===== config.mk =====
export PLATFORM = sky130hd
export DESIGN_NAME = memoria_loader
export DESIGN_NICKNAME = d
export VERILOG_FILES = /design/src/rtl/memoria_loader_pkg.sv /design/src/rtl/memoria_loader_packer.sv /design/src/rtl/memoria_loader.sv
export SDC_FILE = /design/constraint.sdc
export NUM_CORES = 1
export LEC_CHECK = 0
export ABC_AREA = 1
export ABC_CLOCK_PERIOD_IN_PS = 4400
export CAP_MARGIN = 20
export CORE_UTILIZATION = 55
export DETAILED_ROUTE_END_ITERATION = 6
export PLACE_DENSITY = 0.87
export SYNTH_ARGS = -nofsm -noshare
export SYNTH_HDL_FRONTEND = slang
export SYNTH_HIERARCHICAL = 1
export SYNTH_SLANG_ARGS = --single-unit

===== constraint.sdc =====
create_clock -name clk -period 4.4 [get_ports clk]
set_input_delay 0.88 -clock clk [delete_from_list [all_inputs] [get_ports clk]]
set_output_delay 0.88 -clock clk [all_outputs]
set_load 0.02 [all_outputs]

===== src/rtl/memoria_loader_pkg.sv =====
// Shared constants, state encoding and write-port payload for the program loader.
package memoria_loader_pkg;

  localparam int unsigned ADDR_W         = 10;
  localparam int unsigned DATA_W         = 32;
  localparam int unsigned DEPTH          = 600;
  localparam int unsigned BYTE_W         = 8;
  localparam int unsigned BYTES_PER_WORD = 4;
  localparam int unsigned IDX_W          = 2;

  // Highest address the memory actually implements
  localparam logic [ADDR_W-1:0] LAST_ADDR = ADDR_W'(DEPTH - 1);

  typedef enum logic [2:0] {
    ST_IDLE   = 3'd0,
    ST_RECV   = 3'd1,
    ST_WRITE  = 3'd2,
    ST_VERIFY = 3'd3,
    ST_DONE   = 3'd4,
    ST_ERROR  = 3'd5
  } state_t;

  // One memory write beat: address plus data
  typedef struct packed {
    logic [ADDR_W-1:0] addr;
    logic [DATA_W-1:0] data;
  } mem_wr_t;

endpackage


===== src/rtl/memoria_loader_packer.sv =====
// Big-endian 8-to-32 packer: first byte of a word lands in bits [31:24].
module memoria_loader_packer
  import memoria_loader_pkg::*;
(
  input  logic              clk,
  input  logic              rst_n,
  input  logic              i_clear,
  input  logic              i_take,
  input  logic [BYTE_W-1:0] i_byte,
  output logic [DATA_W-1:0] o_word_c,
  output logic              o_word_full_c
);

  // Only the three earlier bytes need storage; the fourth arrives with word_full
  logic [DATA_W-BYTE_W-1:0] r_word;
  logic [IDX_W-1:0]         r_byte_idx;

  // Shift accepted bytes in and count modulo 4
  always_ff @(posedge clk or negedge rst_n) begin
    if (!rst_n) begin
      r_word     <= '0;
      r_byte_idx <= '0;
    end else if (i_clear) begin
      r_word     <= '0;
      r_byte_idx <= '0;
    end else if (i_take) begin
      r_word     <= {r_word[DATA_W-2*BYTE_W-1:0], i_byte};
      r_byte_idx <= r_byte_idx + IDX_W'(1);
    end
  end

  assign o_word_c      = {r_word, i_byte};
  assign o_word_full_c = i_take && (r_byte_idx == IDX_W'(BYTES_PER_WORD - 1));

endmodule


===== src/rtl/memoria_loader.sv =====
// Loads a byte-streamed program image into the instruction/data memory, with optional read-back check.
module memoria_loader
  import memoria_loader_pkg::*;
#(
  parameter bit VERIFY = 1'b1
) (
  input  logic              clk,
  input  logic              rst_n,
  input  logic              start,
  input  logic [ADDR_W-1:0] base_addr,
  input  logic [ADDR_W-1:0] length,
  input  logic [BYTE_W-1:0] byte_in,
  input  logic              byte_valid,
  output logic              byte_ready,
  input  logic [DATA_W-1:0] saida,
  output logic [DATA_W-1:0] dado,
  output logic [ADDR_W-1:0] endereco,
  output logic              write,
  output logic              busy,
  output logic              done,
  output logic              error,
  output logic [ADDR_W-1:0] words_written
);

  state_t            r_state;
  state_t            w_state_nxt;
  logic [ADDR_W-1:0] r_addr;
  logic [ADDR_W-1:0] r_remaining;
  logic [ADDR_W-1:0] r_words;
  mem_wr_t           r_wr;
  logic              r_byte_ready;
  logic              r_write;
  logic              r_busy;
  logic              r_done;
  logic              r_error;
  logic              w_take;
  logic              w_start;
  logic              w_commit;
  logic              w_full;
  logic [DATA_W-1:0] w_word;

  // A byte moves only while the registered ready is up
  assign w_take = r_byte_ready && byte_valid;

  memoria_loader_packer u_packer (
    .clk           (clk),
    .rst_n         (rst_n),
    .i_clear       (w_start),
    .i_take        (w_take),
    .i_byte        (byte_in),
    .o_word_c      (w_word),
    .o_word_full_c (w_full)
  );

  // State register
  always_ff @(posedge clk or negedge rst_n) begin
    if (!rst_n) r_state <= ST_IDLE;
    else        r_state <= w_state_nxt;
  end

  // Next-state logic; commit covers both the no-verify and verify-match exits
  always_comb begin
    w_state_nxt = r_state;
    w_start     = 1'b0;
    w_commit    = 1'b0;
    case (r_state)
      ST_IDLE, ST_DONE, ST_ERROR: begin
        if (start) begin
          w_start     = 1'b1;
          w_state_nxt = (length == '0) ? ST_DONE : ST_RECV;
        end
      end
      ST_RECV: begin
        // Overflow is caught before the write so no wrapped address reaches memory
        if (w_full) w_state_nxt = (r_addr > LAST_ADDR) ? ST_ERROR : ST_WRITE;
      end
      ST_WRITE: begin
        if (VERIFY) w_state_nxt = ST_VERIFY;
        else        w_commit    = 1'b1;
      end
      ST_VERIFY: begin
        if (saida != r_wr.data) w_state_nxt = ST_ERROR;
        else                    w_commit    = 1'b1;
      end
      default: w_state_nxt = ST_IDLE;
    endcase
    if (w_commit) w_state_nxt = (r_remaining == ADDR_W'(1)) ? ST_DONE : ST_RECV;
  end

  // Registered outputs follow the next state; address/counter bookkeeping
  always_ff @(posedge clk or negedge rst_n) begin
    if (!rst_n) begin
      r_byte_ready <= 1'b0;
      r_write      <= 1'b0;
      r_busy       <= 1'b0;
      r_done       <= 1'b0;
      r_error      <= 1'b0;
      r_addr       <= '0;
      r_remaining  <= '0;
      r_words      <= '0;
      r_wr         <= '0;
    end else begin
      r_byte_ready <= (w_state_nxt == ST_RECV);
      r_write      <= (w_state_nxt == ST_WRITE);
      r_busy       <= (w_state_nxt inside {ST_RECV, ST_WRITE, ST_VERIFY});
      r_done       <= (w_state_nxt == ST_DONE);
      r_error      <= (w_state_nxt == ST_ERROR);
      if (w_start) begin
        r_addr      <= base_addr;
        r_remaining <= length;
        r_words     <= '0;
      end
      if (w_full && (w_state_nxt == ST_WRITE)) begin
        r_wr.addr <= r_addr;
        r_wr.data <= w_word;
      end
      if (w_commit) begin
        r_words     <= r_words + ADDR_W'(1);
        r_addr      <= r_addr + ADDR_W'(1);
        r_remaining <= r_remaining - ADDR_W'(1);
      end
    end
  end

  assign byte_ready    = r_byte_ready;
  assign write         = r_write;
  assign busy          = r_busy;
  assign done          = r_done;
  assign error         = r_error;
  assign dado          = r_wr.data;
  assign endereco      = r_wr.addr;
  assign words_written = r_words;

endmodule


==> metrics.cfg <==
[run_status]
status = finished clean

[synth]
yosys_warnings = 6
syn_avg_cell_area_um2 = 7.71
synth_nets = 849
synth_cells = 780
syn_area_um2 = 6010
synth_seq_cells = 106
ys_seq_area_share_pct = 44.1
ys_types = 36

[drt]
drt-wirelength-per-cell_um = 14.5
dr_total_vias = 5378
routed_wl_um = 14800
dr.pass1.iters = 5
ant_nets = 0
vias_per_cell = 5.25
route.detailed.drc = 0
first_iter_violations = 380

[grt]
first_global_vias = 4964
track_usage_pct = 27.1
antenna_found_initial = 0
grt_pass1_wl_um = 23800
grt_max_degree = 64
overflow = 0

[cts]
cts_root_buf = clkbuf_8
tritoncts = done
htreeDepth = 3
worstSkewPairLatency_ns = 0.39
cts.sinks = 106
cts.reportedPaths.clkPinSlew_ns = 0.12
cts_inserted_buffers = 9
cts_buffer_depth = 2
holdBufCountCts = 0
post_cts_buffers = 0
postCtsResizedCells = 0

[pwr]
power_leakage_nw = 3.74
cellPowerDensity_nw_per_um2 = 544
finalPower_mw = 4.02
ir_drop_mv = 0.309

[cells_and_area]
nets = 953
design_area_um2 = 7390
final_util_pct = 70.6
fillers = 849
fin_cells = 1025
syn2layout_area_growth_pct = 22.9
n_antenna_cell = 0
drive_gt1_share_pct = 9.56

[critical_path]
crit_type = in2reg
crit_required_ns = 4.68
cp-start-kind = input port
crit_fanout = 26
crit_arrival_ns = 3.11
end_kind = flop

[timing]
period_share_pct = 64.4
clock_skew_ns = 0.0131
setup_viol = 0
finalCriticalPeriod_ns = 2.83
drv_slew = 0
relSlewSlack_pct = 36.9
fmax_ghz = 0.353
tightest_slew_ns = 0.946
timing.final.hold_violations = 0
rsz0062_at_grt = no
finalSetupTns_ns = 0
fin_hold_ws_ns = 0.488
setup_ws_ns = 1.57

[floorplanning]
die_x_um = 107
start_util_pct = 57.5
core-area_um2 = 10500
dieHeight_um = 107
rows = 37
dieArea_um2 = 11400
io_pins = 121

[hold_path]
hold_path_class = reg2reg

[place]
place_area_um2 = 7160
hpwlAfterDp_um = 10800
dp_slack_ns = 1.17
gp_congestion = 0.878
dp_cells = 1009
io_buffer_count = 120

[run]
timing.max_cap.violations = 0

where the power goes:
| group | total, mW | switching [mW] | internal [mW] |
|---|---|---|---|
| Clock | 0.664 | 0.382 | 0.282 |
| Combinational | 1.73 | 1.03 | 0.700 |
| Sequential | 1.62 | 0.309 | 1.31 |
| Total | 4.02 | 1.73 | 2.29 |
registers in the layout (all words and copies together), names as in the netlist:
signal and count:
u_packer/r_word 24, busy 1, u_packer/r_byte_idx 2, words_written 10
write 1, r_remaining 10, r_addr 10, byte_ready 1
done 1, dado 32, r_state 3, endereco 10
error 1
final cells by class:
class | count | area, um^2 | share of cell area (%)
Clock buffer | 9 | 124 | 1.68
Clock inverter | 7 | 97.6 | 1.32
Inverter | 116 | 438 | 5.93
Multi-Input combinational cell | 528 | 2680 | 36.3
Sequential cell | 106 | 2650 | 35.9
Tap cell | 136 | 170 | 2.30
Timing Repair Buffer | 123 | 1220 | 16.5
final timing paths:
check                                          from             endpoint  slack (ns)  depth (start not counted)
worst min register to register  u_packer/r_word[22]             dado[30]        0.49                          2
worst max register to register            r_addr[7]             dado[12]        1.85                          6
max in group asynchronous                     rst_n             dado[29]        3.03                          2
worst max-delay path                          start  u_packer/r_word[15]        1.57                          6
worst min-delay path            u_packer/r_word[22]             dado[30]        0.49                          2
min in group asynchronous                     rst_n   u_packer/r_word[9]        0.52                          1
placed cells by master (no fill, tap or decap), drive strengths merged, types with 8 or more instances in the layout:
| master | count |
|---|---|
| dfrtp | 106 |
| xor2 | 16 |
| inv | 119 |
| clkdlybuf4s50 | 119 |
| nor2 | 54 |
| nand3 | 67 |
| clkbuf | 9 |
| nand2 | 285 |
| xnor2 | 8 |
| a21boi | 8 |
| o21ai | 63 |
metal layers:
metal / up-vias / wire [um] / GRT usage [%]
met4: 0 / 220 / 8.02
met5: - / 0 / 0
met2: 210 / 6930 / 43.7
met3: 24 / 1140 / 5.46
li1: 2609 / - / -
met1: 2535 / 6540 / 36.9
logic make-up (layout without fill, tap and decap cells):
family / Yosys count / after routing / share of synthesized area [%]
buffers and inverters: 146 / 255 / 11.3
AOI/OAI and AO/OA: 81 / 81 / 8.68
xor gates and xnor gates: 24 / 24 / 3.50
DFF: 106 / 106 / 44.1
adders and majority gates: 5 / 5 / 1.04
and+or+nand+nor: 418 / 418 / 31.4
critical path, cell delays in order:
cell             delay [ns]
clkdlybuf4s50_1        0.52
nand2_2                0.29
inv_1                  0.80
inv_4                  0.35
nand3_1                0.19
nand2_1                0.07
synth_stat cells:
| cell type | instances | share of area [%] |
|---|---|---|
| buf_8 | 1 | 0.25 |
| nand2_2 | 4 | 0.42 |
| o21ai_2 | 9 | 1.3 |
| nand2_1 | 279 | 17 |
| nor3_1 | 5 | 0.42 |
| o22ai_2 | 2 | 0.42 |
| nand2_4 | 2 | 0.37 |
| nand3_2 | 29 | 4.8 |
| inv_4 | 1 | 0.10 |
| nand4_1 | 3 | 0.31 |
| dfrtp_1 | 106 | 44 |
| nor2_8 | 1 | 0.33 |
| clkbuf_1 | 2 | 0.12 |
| o211ai_1 | 1 | 0.12 |
| o21ai_0 | 53 | 4.4 |
| and2_0 | 1 | 0.10 |
| nor2_2 | 3 | 0.31 |
| a21oi_1 | 1 | 0.083 |
| inv_1 | 109 | 6.8 |
| o211ai_2 | 6 | 1.2 |
| buf_2 | 8 | 0.67 |
| and2_1 | 1 | 0.10 |
| ha_1 | 5 | 1.0 |
| buf_4 | 8 | 1.0 |
| nand3b_1 | 2 | 0.25 |
| nor2_4 | 2 | 0.37 |
| inv_2 | 6 | 0.37 |
| nor2_1 | 48 | 3.0 |
| nand3_1 | 38 | 3.2 |
| a21boi_1 | 2 | 0.25 |
| buf_6 | 10 | 1.9 |
| a21boi_0 | 6 | 0.75 |
| buf_1 | 1 | 0.062 |
| xnor2_1 | 8 | 1.2 |
| o21ai_1 | 1 | 0.083 |
| xor2_1 | 16 | 2.3 |
(Power assumes the default switching activity.)
